## src/rtl/uart_lite_seq_if.sv

```systemverilog
// AXI4-Lite master/slave bundle between uart_lite_seq and the UART Lite register port.
interface uart_lite_seq_if;
  logic [3:0]  awaddr;
  logic        awvalid;
  logic        awready;
  logic [31:0] wdata;
  logic [3:0]  wstrb;
  logic        wvalid;
  logic        wready;
  logic [1:0]  bresp;
  logic        bvalid;
  logic        bready;
  logic [3:0]  araddr;
  logic        arvalid;
  logic        arready;
  logic [31:0] rdata;
  logic [1:0]  rresp;
  logic        rvalid;
  logic        rready;

  modport master (
    output awaddr, awvalid, input awready,
    output wdata, wstrb, wvalid, input wready,
    input  bresp, bvalid, output bready,
    output araddr, arvalid, input arready,
    input  rdata, rresp, rvalid, output rready
  );

  modport slave (
    input  awaddr, awvalid, output awready,
    input  wdata, wstrb, wvalid, output wready,
    output bresp, bvalid, input bready,
    input  araddr, arvalid, output arready,
    output rdata, rresp, rvalid, input rready
  );
endinterface

```

## src/rtl/uart_lite_seq.sv

```systemverilog
// AXI4-Lite sequencer for the UART Lite register block: FIFO reset, STAT polling, RX drain, TX push.
// Optional UART_SEQ_IRQ_EN: enable the UART interrupt and poll STAT on uart_irq instead of a timer.
//
// state      | meaning
// INIT       | write CTRL to reset the UART FIFOs
// IDLE       | wait for poll timer / irq, or a pending TX byte
// RD_STAT    | read STAT, latch line errors, choose next action
// RD_RX      | read one byte from the RX FIFO
// WR_TX      | write the held byte to the TX FIFO
module uart_lite_seq #(
  parameter int unsigned POLL_INTERVAL = 16
) (
  input  logic                   s_axi_aclk,
  input  logic                   s_axi_aresetn,
  uart_lite_seq_if.master        m_axi,
  input  logic [7:0]             tx_data,
  input  logic                   tx_valid,
  output logic                   tx_ready,
  output logic [7:0]             rx_data,
  output logic                   rx_valid,
  input  logic                   rx_ready,
  input  logic                   uart_irq,
  output logic [3:0]             err_status,
  input  logic                   err_clear,
  output logic                   busy
);

  localparam logic [2:0] ST_INIT    = 3'd0;
  localparam logic [2:0] ST_IDLE    = 3'd1;
  localparam logic [2:0] ST_RD_STAT = 3'd2;
  localparam logic [2:0] ST_RD_RX   = 3'd3;
  localparam logic [2:0] ST_WR_TX   = 3'd4;

  localparam logic [3:0] A_RX   = 4'h0;
  localparam logic [3:0] A_TX   = 4'h4;
  localparam logic [3:0] A_STAT = 4'h8;
  localparam logic [3:0] A_CTRL = 4'hC;

`ifdef UART_SEQ_IRQ_EN
  localparam logic [31:0] CTRL_INIT = 32'h0000_0013;
`else
  localparam logic [31:0] CTRL_INIT = 32'h0000_0003;
  localparam int unsigned CW = (POLL_INTERVAL > 1) ? $clog2(POLL_INTERVAL) : 1;
  localparam logic [CW-1:0] CNT_LOAD = CW'(POLL_INTERVAL - 1);
`endif

  logic [2:0]  state_q, state_d;
  logic        awvalid_q, awvalid_d;
  logic        wvalid_q, wvalid_d;
  logic        bready_q, bready_d;
  logic        arvalid_q, arvalid_d;
  logic        rready_q, rready_d;
  logic [3:0]  awaddr_q, awaddr_d;
  logic [31:0] wdata_q, wdata_d;
  logic [3:0]  araddr_q, araddr_d;
  logic [7:0]  hold_q, hold_d;
  logic        hold_full_q, hold_full_d;
  logic        tx_ready_q, tx_ready_d;
  logic [7:0]  rx_data_q, rx_data_d;
  logic        rx_valid_q, rx_valid_d;
  logic [3:0]  err_q, err_d;
  logic [3:0]  err_set;
  logic        wr_done, rd_done, busy_w;
  logic        enter_idle, enter_now, poll_due;

  assign wr_done = bready_q & m_axi.bvalid;
  assign rd_done = rready_q & m_axi.rvalid;
  assign busy_w  = awvalid_q | wvalid_q | bready_q | arvalid_q | rready_q;

  always_comb begin
    state_d     = state_q;
    awvalid_d   = awvalid_q;
    wvalid_d    = wvalid_q;
    bready_d    = bready_q;
    arvalid_d   = arvalid_q;
    rready_d    = rready_q;
    awaddr_d    = awaddr_q;
    wdata_d     = wdata_q;
    araddr_d    = araddr_q;
    hold_d      = hold_q;
    hold_full_d = hold_full_q;
    rx_data_d   = rx_data_q;
    rx_valid_d  = rx_valid_q;
    err_set     = '0;
    enter_idle  = 1'b0;
    enter_now   = 1'b0;

    // AW and W retire independently; the response phase opens once both are gone
    if (awvalid_q && m_axi.awready) awvalid_d = 1'b0;
    if (wvalid_q && m_axi.wready)   wvalid_d  = 1'b0;
    if ((awvalid_q || wvalid_q) && !awvalid_d && !wvalid_d) bready_d = 1'b1;
    if (wr_done) begin
      bready_d = 1'b0;
      if (m_axi.bresp != 2'b00) err_set[3] = 1'b1;
    end
    if (arvalid_q && m_axi.arready) begin
      arvalid_d = 1'b0;
      rready_d  = 1'b1;
    end
    if (rd_done) begin
      rready_d = 1'b0;
      if (m_axi.rresp != 2'b00) err_set[3] = 1'b1;
    end

    if (tx_valid && tx_ready_q) begin
      hold_d      = tx_data;
      hold_full_d = 1'b1;
    end
    if (rx_valid_q && rx_ready) rx_valid_d = 1'b0;

    case (state_q)
      ST_INIT: begin
        if (!busy_w) begin
          awvalid_d = 1'b1;
          wvalid_d  = 1'b1;
          awaddr_d  = A_CTRL;
          wdata_d   = CTRL_INIT;
        end else if (wr_done) begin
          state_d    = ST_IDLE;
          enter_idle = 1'b1;
        end
      end
      ST_IDLE: begin
        if (hold_full_q || poll_due) begin
          state_d   = ST_RD_STAT;
          arvalid_d = 1'b1;
          araddr_d  = A_STAT;
        end
      end
      ST_RD_STAT: begin
        if (rd_done) begin
          err_set[2:0] = m_axi.rdata[7:5];
          if (m_axi.rdata[0] && !rx_valid_q) begin
            state_d   = ST_RD_RX;
            arvalid_d = 1'b1;
            araddr_d  = A_RX;
          end else if (hold_full_q && !m_axi.rdata[3]) begin
            state_d   = ST_WR_TX;
            awvalid_d = 1'b1;
            wvalid_d  = 1'b1;
            awaddr_d  = A_TX;
            wdata_d   = {24'h0, hold_q};
          end else begin
            state_d    = ST_IDLE;
            enter_idle = 1'b1;
          end
        end
      end
      ST_RD_RX: begin
        if (rd_done) begin
          rx_data_d  = m_axi.rdata[7:0];
          rx_valid_d = 1'b1;
          state_d    = ST_IDLE;
          enter_idle = 1'b1;
          enter_now  = 1'b1;
        end
      end
      ST_WR_TX: begin
        if (wr_done) begin
          hold_full_d = 1'b0;
          state_d     = ST_IDLE;
          enter_idle  = 1'b1;
        end
      end
      default: state_d = ST_INIT;
    endcase

    tx_ready_d = !hold_full_d;
    err_d      = (err_clear ? 4'b0000 : err_q) | err_set;
  end

`ifdef UART_SEQ_IRQ_EN
  logic unused_poll;
  assign poll_due    = uart_irq;
  assign unused_poll = enter_idle ^ enter_now;
`else
  logic [CW-1:0] cnt_q, cnt_d;
  logic          unused_irq;

  assign poll_due   = (cnt_q == '0);
  assign unused_irq = uart_irq;

  // after an RX byte the next STAT poll goes out immediately to keep draining
  always_comb begin
    cnt_d = cnt_q;
    if (enter_idle)
      cnt_d = enter_now ? '0 : CNT_LOAD;
    else if (state_q == ST_IDLE && cnt_q != '0)
      cnt_d = cnt_q - CW'(1);
  end

  always_ff @(posedge s_axi_aclk or negedge s_axi_aresetn) begin
    if (!s_axi_aresetn) cnt_q <= '0;
    else                cnt_q <= cnt_d;
  end
`endif

  logic unused_rdata;
  assign unused_rdata = ^m_axi.rdata[31:8];

  always_ff @(posedge s_axi_aclk or negedge s_axi_aresetn) begin
    if (!s_axi_aresetn) begin
      state_q     <= ST_INIT;
      awvalid_q   <= 1'b0;
      wvalid_q    <= 1'b0;
      bready_q    <= 1'b0;
      arvalid_q   <= 1'b0;
      rready_q    <= 1'b0;
      awaddr_q    <= '0;
      wdata_q     <= '0;
      araddr_q    <= '0;
      hold_q      <= '0;
      hold_full_q <= 1'b0;
      tx_ready_q  <= 1'b0;
      rx_data_q   <= '0;
      rx_valid_q  <= 1'b0;
      err_q       <= '0;
    end else begin
      state_q     <= state_d;
      awvalid_q   <= awvalid_d;
      wvalid_q    <= wvalid_d;
      bready_q    <= bready_d;
      arvalid_q   <= arvalid_d;
      rready_q    <= rready_d;
      awaddr_q    <= awaddr_d;
      wdata_q     <= wdata_d;
      araddr_q    <= araddr_d;
      hold_q      <= hold_d;
      hold_full_q <= hold_full_d;
      tx_ready_q  <= tx_ready_d;
      rx_data_q   <= rx_data_d;
      rx_valid_q  <= rx_valid_d;
      err_q       <= err_d;
    end
  end

  assign m_axi.awaddr  = awaddr_q;
  assign m_axi.awvalid = awvalid_q;
  assign m_axi.wdata   = wdata_q;
  assign m_axi.wstrb   = 4'b0001;
  assign m_axi.wvalid  = wvalid_q;
  assign m_axi.bready  = bready_q;
  assign m_axi.araddr  = araddr_q;
  assign m_axi.arvalid = arvalid_q;
  assign m_axi.rready  = rready_q;

  assign tx_ready   = tx_ready_q;
  assign rx_data    = rx_data_q;
  assign rx_valid   = rx_valid_q;
  assign err_status = err_q;
  assign busy       = busy_w;

endmodule

```

## src/flat_wrapper.sv

```systemverilog
// flat-port wrapper written by rule: the top's interface ports become plain ports
module uart_lite_seq_flat 
#(
  parameter int unsigned POLL_INTERVAL = 16
)
  (s_axi_aclk, s_axi_aresetn, tx_data, tx_valid, tx_ready, rx_data, rx_valid, rx_ready, uart_irq, err_status, err_clear, busy, m_axi_awaddr, m_axi_awvalid, m_axi_awready, m_axi_wdata, m_axi_wstrb, m_axi_wvalid, m_axi_wready, m_axi_bresp, m_axi_bvalid, m_axi_bready, m_axi_araddr, m_axi_arvalid, m_axi_arready, m_axi_rdata, m_axi_rresp, m_axi_rvalid, m_axi_rready);
  uart_lite_seq_if m_axi_i ();
  input  logic s_axi_aclk;
  input  logic s_axi_aresetn;
  input  logic [7:0] tx_data;
  input  logic tx_valid;
  output logic tx_ready;
  output logic [7:0] rx_data;
  output logic rx_valid;
  input  logic rx_ready;
  input  logic uart_irq;
  output logic [3:0] err_status;
  input  logic err_clear;
  output logic busy;
  output wire logic [$bits(m_axi_i.awaddr)-1:0] m_axi_awaddr;
  output wire logic [$bits(m_axi_i.awvalid)-1:0] m_axi_awvalid;
  input wire logic [$bits(m_axi_i.awready)-1:0] m_axi_awready;
  output wire logic [$bits(m_axi_i.wdata)-1:0] m_axi_wdata;
  output wire logic [$bits(m_axi_i.wstrb)-1:0] m_axi_wstrb;
  output wire logic [$bits(m_axi_i.wvalid)-1:0] m_axi_wvalid;
  input wire logic [$bits(m_axi_i.wready)-1:0] m_axi_wready;
  input wire logic [$bits(m_axi_i.bresp)-1:0] m_axi_bresp;
  input wire logic [$bits(m_axi_i.bvalid)-1:0] m_axi_bvalid;
  output wire logic [$bits(m_axi_i.bready)-1:0] m_axi_bready;
  output wire logic [$bits(m_axi_i.araddr)-1:0] m_axi_araddr;
  output wire logic [$bits(m_axi_i.arvalid)-1:0] m_axi_arvalid;
  input wire logic [$bits(m_axi_i.arready)-1:0] m_axi_arready;
  input wire logic [$bits(m_axi_i.rdata)-1:0] m_axi_rdata;
  input wire logic [$bits(m_axi_i.rresp)-1:0] m_axi_rresp;
  input wire logic [$bits(m_axi_i.rvalid)-1:0] m_axi_rvalid;
  output wire logic [$bits(m_axi_i.rready)-1:0] m_axi_rready;
  assign m_axi_awaddr = m_axi_i.awaddr;
  assign m_axi_awvalid = m_axi_i.awvalid;
  assign m_axi_i.awready = m_axi_awready;
  assign m_axi_wdata = m_axi_i.wdata;
  assign m_axi_wstrb = m_axi_i.wstrb;
  assign m_axi_wvalid = m_axi_i.wvalid;
  assign m_axi_i.wready = m_axi_wready;
  assign m_axi_i.bresp = m_axi_bresp;
  assign m_axi_i.bvalid = m_axi_bvalid;
  assign m_axi_bready = m_axi_i.bready;
  assign m_axi_araddr = m_axi_i.araddr;
  assign m_axi_arvalid = m_axi_i.arvalid;
  assign m_axi_i.arready = m_axi_arready;
  assign m_axi_i.rdata = m_axi_rdata;
  assign m_axi_i.rresp = m_axi_rresp;
  assign m_axi_i.rvalid = m_axi_rvalid;
  assign m_axi_rready = m_axi_i.rready;
  uart_lite_seq #(.POLL_INTERVAL(POLL_INTERVAL)) u_core (.s_axi_aclk(s_axi_aclk), .s_axi_aresetn(s_axi_aresetn), .m_axi(m_axi_i), .tx_data(tx_data), .tx_valid(tx_valid), .tx_ready(tx_ready), .rx_data(rx_data), .rx_valid(rx_valid), .rx_ready(rx_ready), .uart_irq(uart_irq), .err_status(err_status), .err_clear(err_clear), .busy(busy));
endmodule
```

## config.mk

```make
export PLATFORM = sky130hd
export DESIGN_NAME = uart_lite_seq_flat
export DESIGN_NICKNAME = d
export VERILOG_FILES = /design/src/rtl/uart_lite_seq_if.sv /design/src/rtl/uart_lite_seq.sv /design/src/flat_wrapper.sv
export SDC_FILE = /design/constraint.sdc
export NUM_CORES = 1
export LEC_CHECK = 0
export ABC_AREA = 1
export BUFFER_PORTS_ARGS = -buffer_cell sky130_fd_sc_hd__buf_2
export CAP_MARGIN = 20
export CORE_UTILIZATION = 43
export CTS_BUF_LIST = sky130_fd_sc_hd__clkbuf_8
export DETAILED_ROUTE_END_ITERATION = 16
export GPL_TIMING_DRIVEN = 1
export PLACE_DENSITY = 0.79
export REMOVE_ABC_BUFFERS = 1
export SETUP_SLACK_MARGIN = 0.5
export SYNTH_ARGS = -nofsm -noshare
export SYNTH_HDL_FRONTEND = slang
export SYNTH_SLANG_ARGS = --single-unit
```

## constraint.sdc

```tcl
create_clock -name s_axi_aclk -period 1.2 [get_ports s_axi_aclk]
set_input_delay 0.24 -clock s_axi_aclk [delete_from_list [all_inputs] [get_ports s_axi_aclk]]
set_output_delay 0.24 -clock s_axi_aclk [all_outputs]
set_load 0.1 [all_outputs]
```

==> out/metrics.yaml <==
status: "finished, violations left"
violations: "negative hold slack, negative setup slack"
report.final.slew_viol_count: 0
syn_inst: 271
cts.clk_slew.worst_paths_ps: 90
critPathArrivalTime_ps: 1720
die-area_sq_um: 5764
final_cell_mix: "dfrtp_1, buf_4, nand2_1"
rsz0062_at_grt: "yes"
grt_usage_pct: 26.64
fin_skew_ps: 10.78
fin_area_sq_um: 4223
ios: 119
worst_skew_pair.late_latency_ps: 310
final.fill_count: 257
mostFrequentLayoutCell: "dfrtp_1"
path_class: "flip-flop to flip-flop"
drt_iter0_drc: 90
avgRoutedWirePerCell_microns: 18.92
ys_ff_latch: 46
drive_gt1_share_pct: 61.69
vias_per_cell: 5.146
cts_buffer_depth: 2
start_util_pct: 45.43
hold_path.class: "input pin to asynchronous set/reset pin"
synth_top_area_share_pct: 48.99
grt_pass1_wl_microns: 11610
io_buffers: 60
num_antenna_cells: 0
timing.rr.start: "u_core.m_axi.bready$_DFFE_PN0P_"
ant_nets: 0
fp.dieH_microns: 75.92
placed_cell_area_sq_um: 3333
worst-r2r-setup-slack_ps: -320
holdWs_ps: -96.40
setup_slack_ps: -320.7
dr.pass1.iters: 4
overflow: 0
synth_cell_types: 29
layout.nets: 457
power.density_nw_per_um2: 3288
regArea_sq_um: 1159
cp.required_ps: 1400
synthTopCellsByArea: "dfrtp_1, buf_4, nand2_1"
die_x_microns: 75.92
drt_wl_total_microns: 8929
timing.fmax_ghz: 0.6576
critPathLaunch: "u_core.m_axi.bready$_DFFE_PN0P_"
synth_area_sq_um: 2350
synth-seq-area-share_pct: 48.99
area_growth_pct: 79.71
critPathLaunchType: "flip-flop"
min_period_ps: 1521
place_congestion: 0.8062
fp-row-count: 26
multi_input_area_sq_um: 1353
critPathMaxFanout: 5
synth_warnings: 0
grt_max_degree: 47
dp_hpwl_microns: 4136
final-hold-violation-count: 46
clock_tree.htree_level_count: 2
leakagePower_nw: 2.164
cts_buffers: 5
drc_errors: 0
clkSinkCount: 46
antenna_found_initial: 0
vias: 2429
synth_area_leader_cell: "dfrtp_1"
grt_pass1_vias: 2449
setup_violations: 41
fin_crit_sh_pct: 126.7
root_buffer: "clkbuf_8"
post-route-util_pct: 81.64
post-place-ws_ps: -184.3
end_kind: "flip-flop"
core_area_sq_um: 5172
maxCapViolations: 0
cts_tree: "built"
ir_drop_uv: 2614
synth_area_per_cell_sq_um: 8.671
sequential cells by signal (all words and copies together), names as in the netlist:
register and count:
u_core.rx_valid 1, u_core.m_axi.awaddr 2, u_core.hold_full_q 1, u_core.m_axi.rready 1
u_core.rx_data 8, u_core.state_q 3, u_core.m_axi.wdata 8, u_core.cnt_q 4
u_core.m_axi.araddr 1, u_core.m_axi.awvalid 1, u_core.tx_ready 1, u_core.m_axi.arvalid 1
u_core.m_axi.bready 1, u_core.hold_q 8, u_core.err_status 4, u_core.m_axi.wvalid 1
cells in the mapped netlist, drive strengths merged:
| cell type | number |
|---|---|
| mux2 | 5 |
| clkbuf | 1 |
| nor2 | 26 |
| ha | 1 |
| dfrtp | 46 |
| o221ai | 1 |
| buf | 35 |
| nand2 | 62 |
| o21ai | 23 |
| nand3b | 1 |
| nand3 | 16 |
| conb | 2 |
| a21oi | 10 |
| nor3 | 1 |
| nand4 | 3 |
| inv | 35 |
| o21a | 1 |
| o22ai | 1 |
| or2 | 1 |
critical path, stage by stage (launching register included):
cell	delay, ps
dfrtp_1	410
inv_2	110
nand3_4	100
nor2_4	110
buf_4	110
buf_4	90
buf_6	100
nand3b_2	170
nand3_1	140
nand2_1	70
layer usage:
metal  vias to the layer above  wire length (microns)  global-route usage [%]
met2                       142                   4910                   49.00
met1                      1184                   3025                   25.69
li1                       1054                      -                       -
met5                         -                      0                       0
met4                         0                    504                   17.69
met3                        49                    489                   7.590
metrics by stage:
| stage | total power, mW | instances | TNS [ps] |
|---|---|---|---|
| floorplan | 7.468 | 266 | -26220 |
| global placement | 10.25 | 431 | -1375 |
| detailed placement | 10.46 | 431 | -2738 |
| CTS | 12.56 | 459 | -3803 |
| global route | 14.33 | 472 | -8262 |
| finish | 13.89 | 472 | -6829 |
cell families (layout without fill, tap and decap cells):
logic type | count (synthesis) | count (layout) | synth area share [%]
compound gates | 36 | 36 | 9.106
other cells | 2 | 33 | 0.3196
mux | 5 | 5 | 2.396
flops | 46 | 46 | 48.99
buf+inv | 71 | 169 | 17.25
fa+ha+maj | 1 | 1 | 0.5324
simple gates | 110 | 112 | 21.41
where the power goes:
group / internal (mW) / leakage, nW / switching, mW / total, mW
Sequential: 2.19 / 0.546 / 0.685 / 2.87
Combinational: 3.71 / 1.57 / 6.28 / 9.99
Clock: 0.458 / 0.0524 / 0.559 / 1.02
Total: 6.36 / 2.16 / 7.53 / 13.9
final cells by class:
cell class	instances	area share (%)
timing repair buffer	126	32.95
multi-input combinational	187	32.03
sequential	46	27.44
inverter	35	3.348
tap	70	2.074
clock buffer	6	1.956
clock inverter	2	0.2074
worst paths after layout:
check,to,cells after the start
worst max-delay path,u_core.m_axi.wdata[1]$_DFFE_PN0P_,9
worst min-delay path,u_core.state_q[0]$_DFFE_PN0P_,2
worst max register to register,u_core.m_axi.wdata[1]$_DFFE_PN0P_,9
worst min register to register,u_core.hold_q[1]$_DFFE_PN0P_,2
max in group asynchronous,u_core.m_axi.wdata[0]$_DFFE_PN0P_,2
min in group s_axi_aclk,u_core.rx_valid$_DFF_PN0_,2
what timing repair did:
action,4_1_cts,5_1_grt
setup buffers,18,12
resized for setup,95,70
pin swaps,28,29
hold endpoints to repair,46,46
endpoints found under the setup margin,77,77
cloned,2,1
No activity file was read; power rests on OpenSTA's default activity.
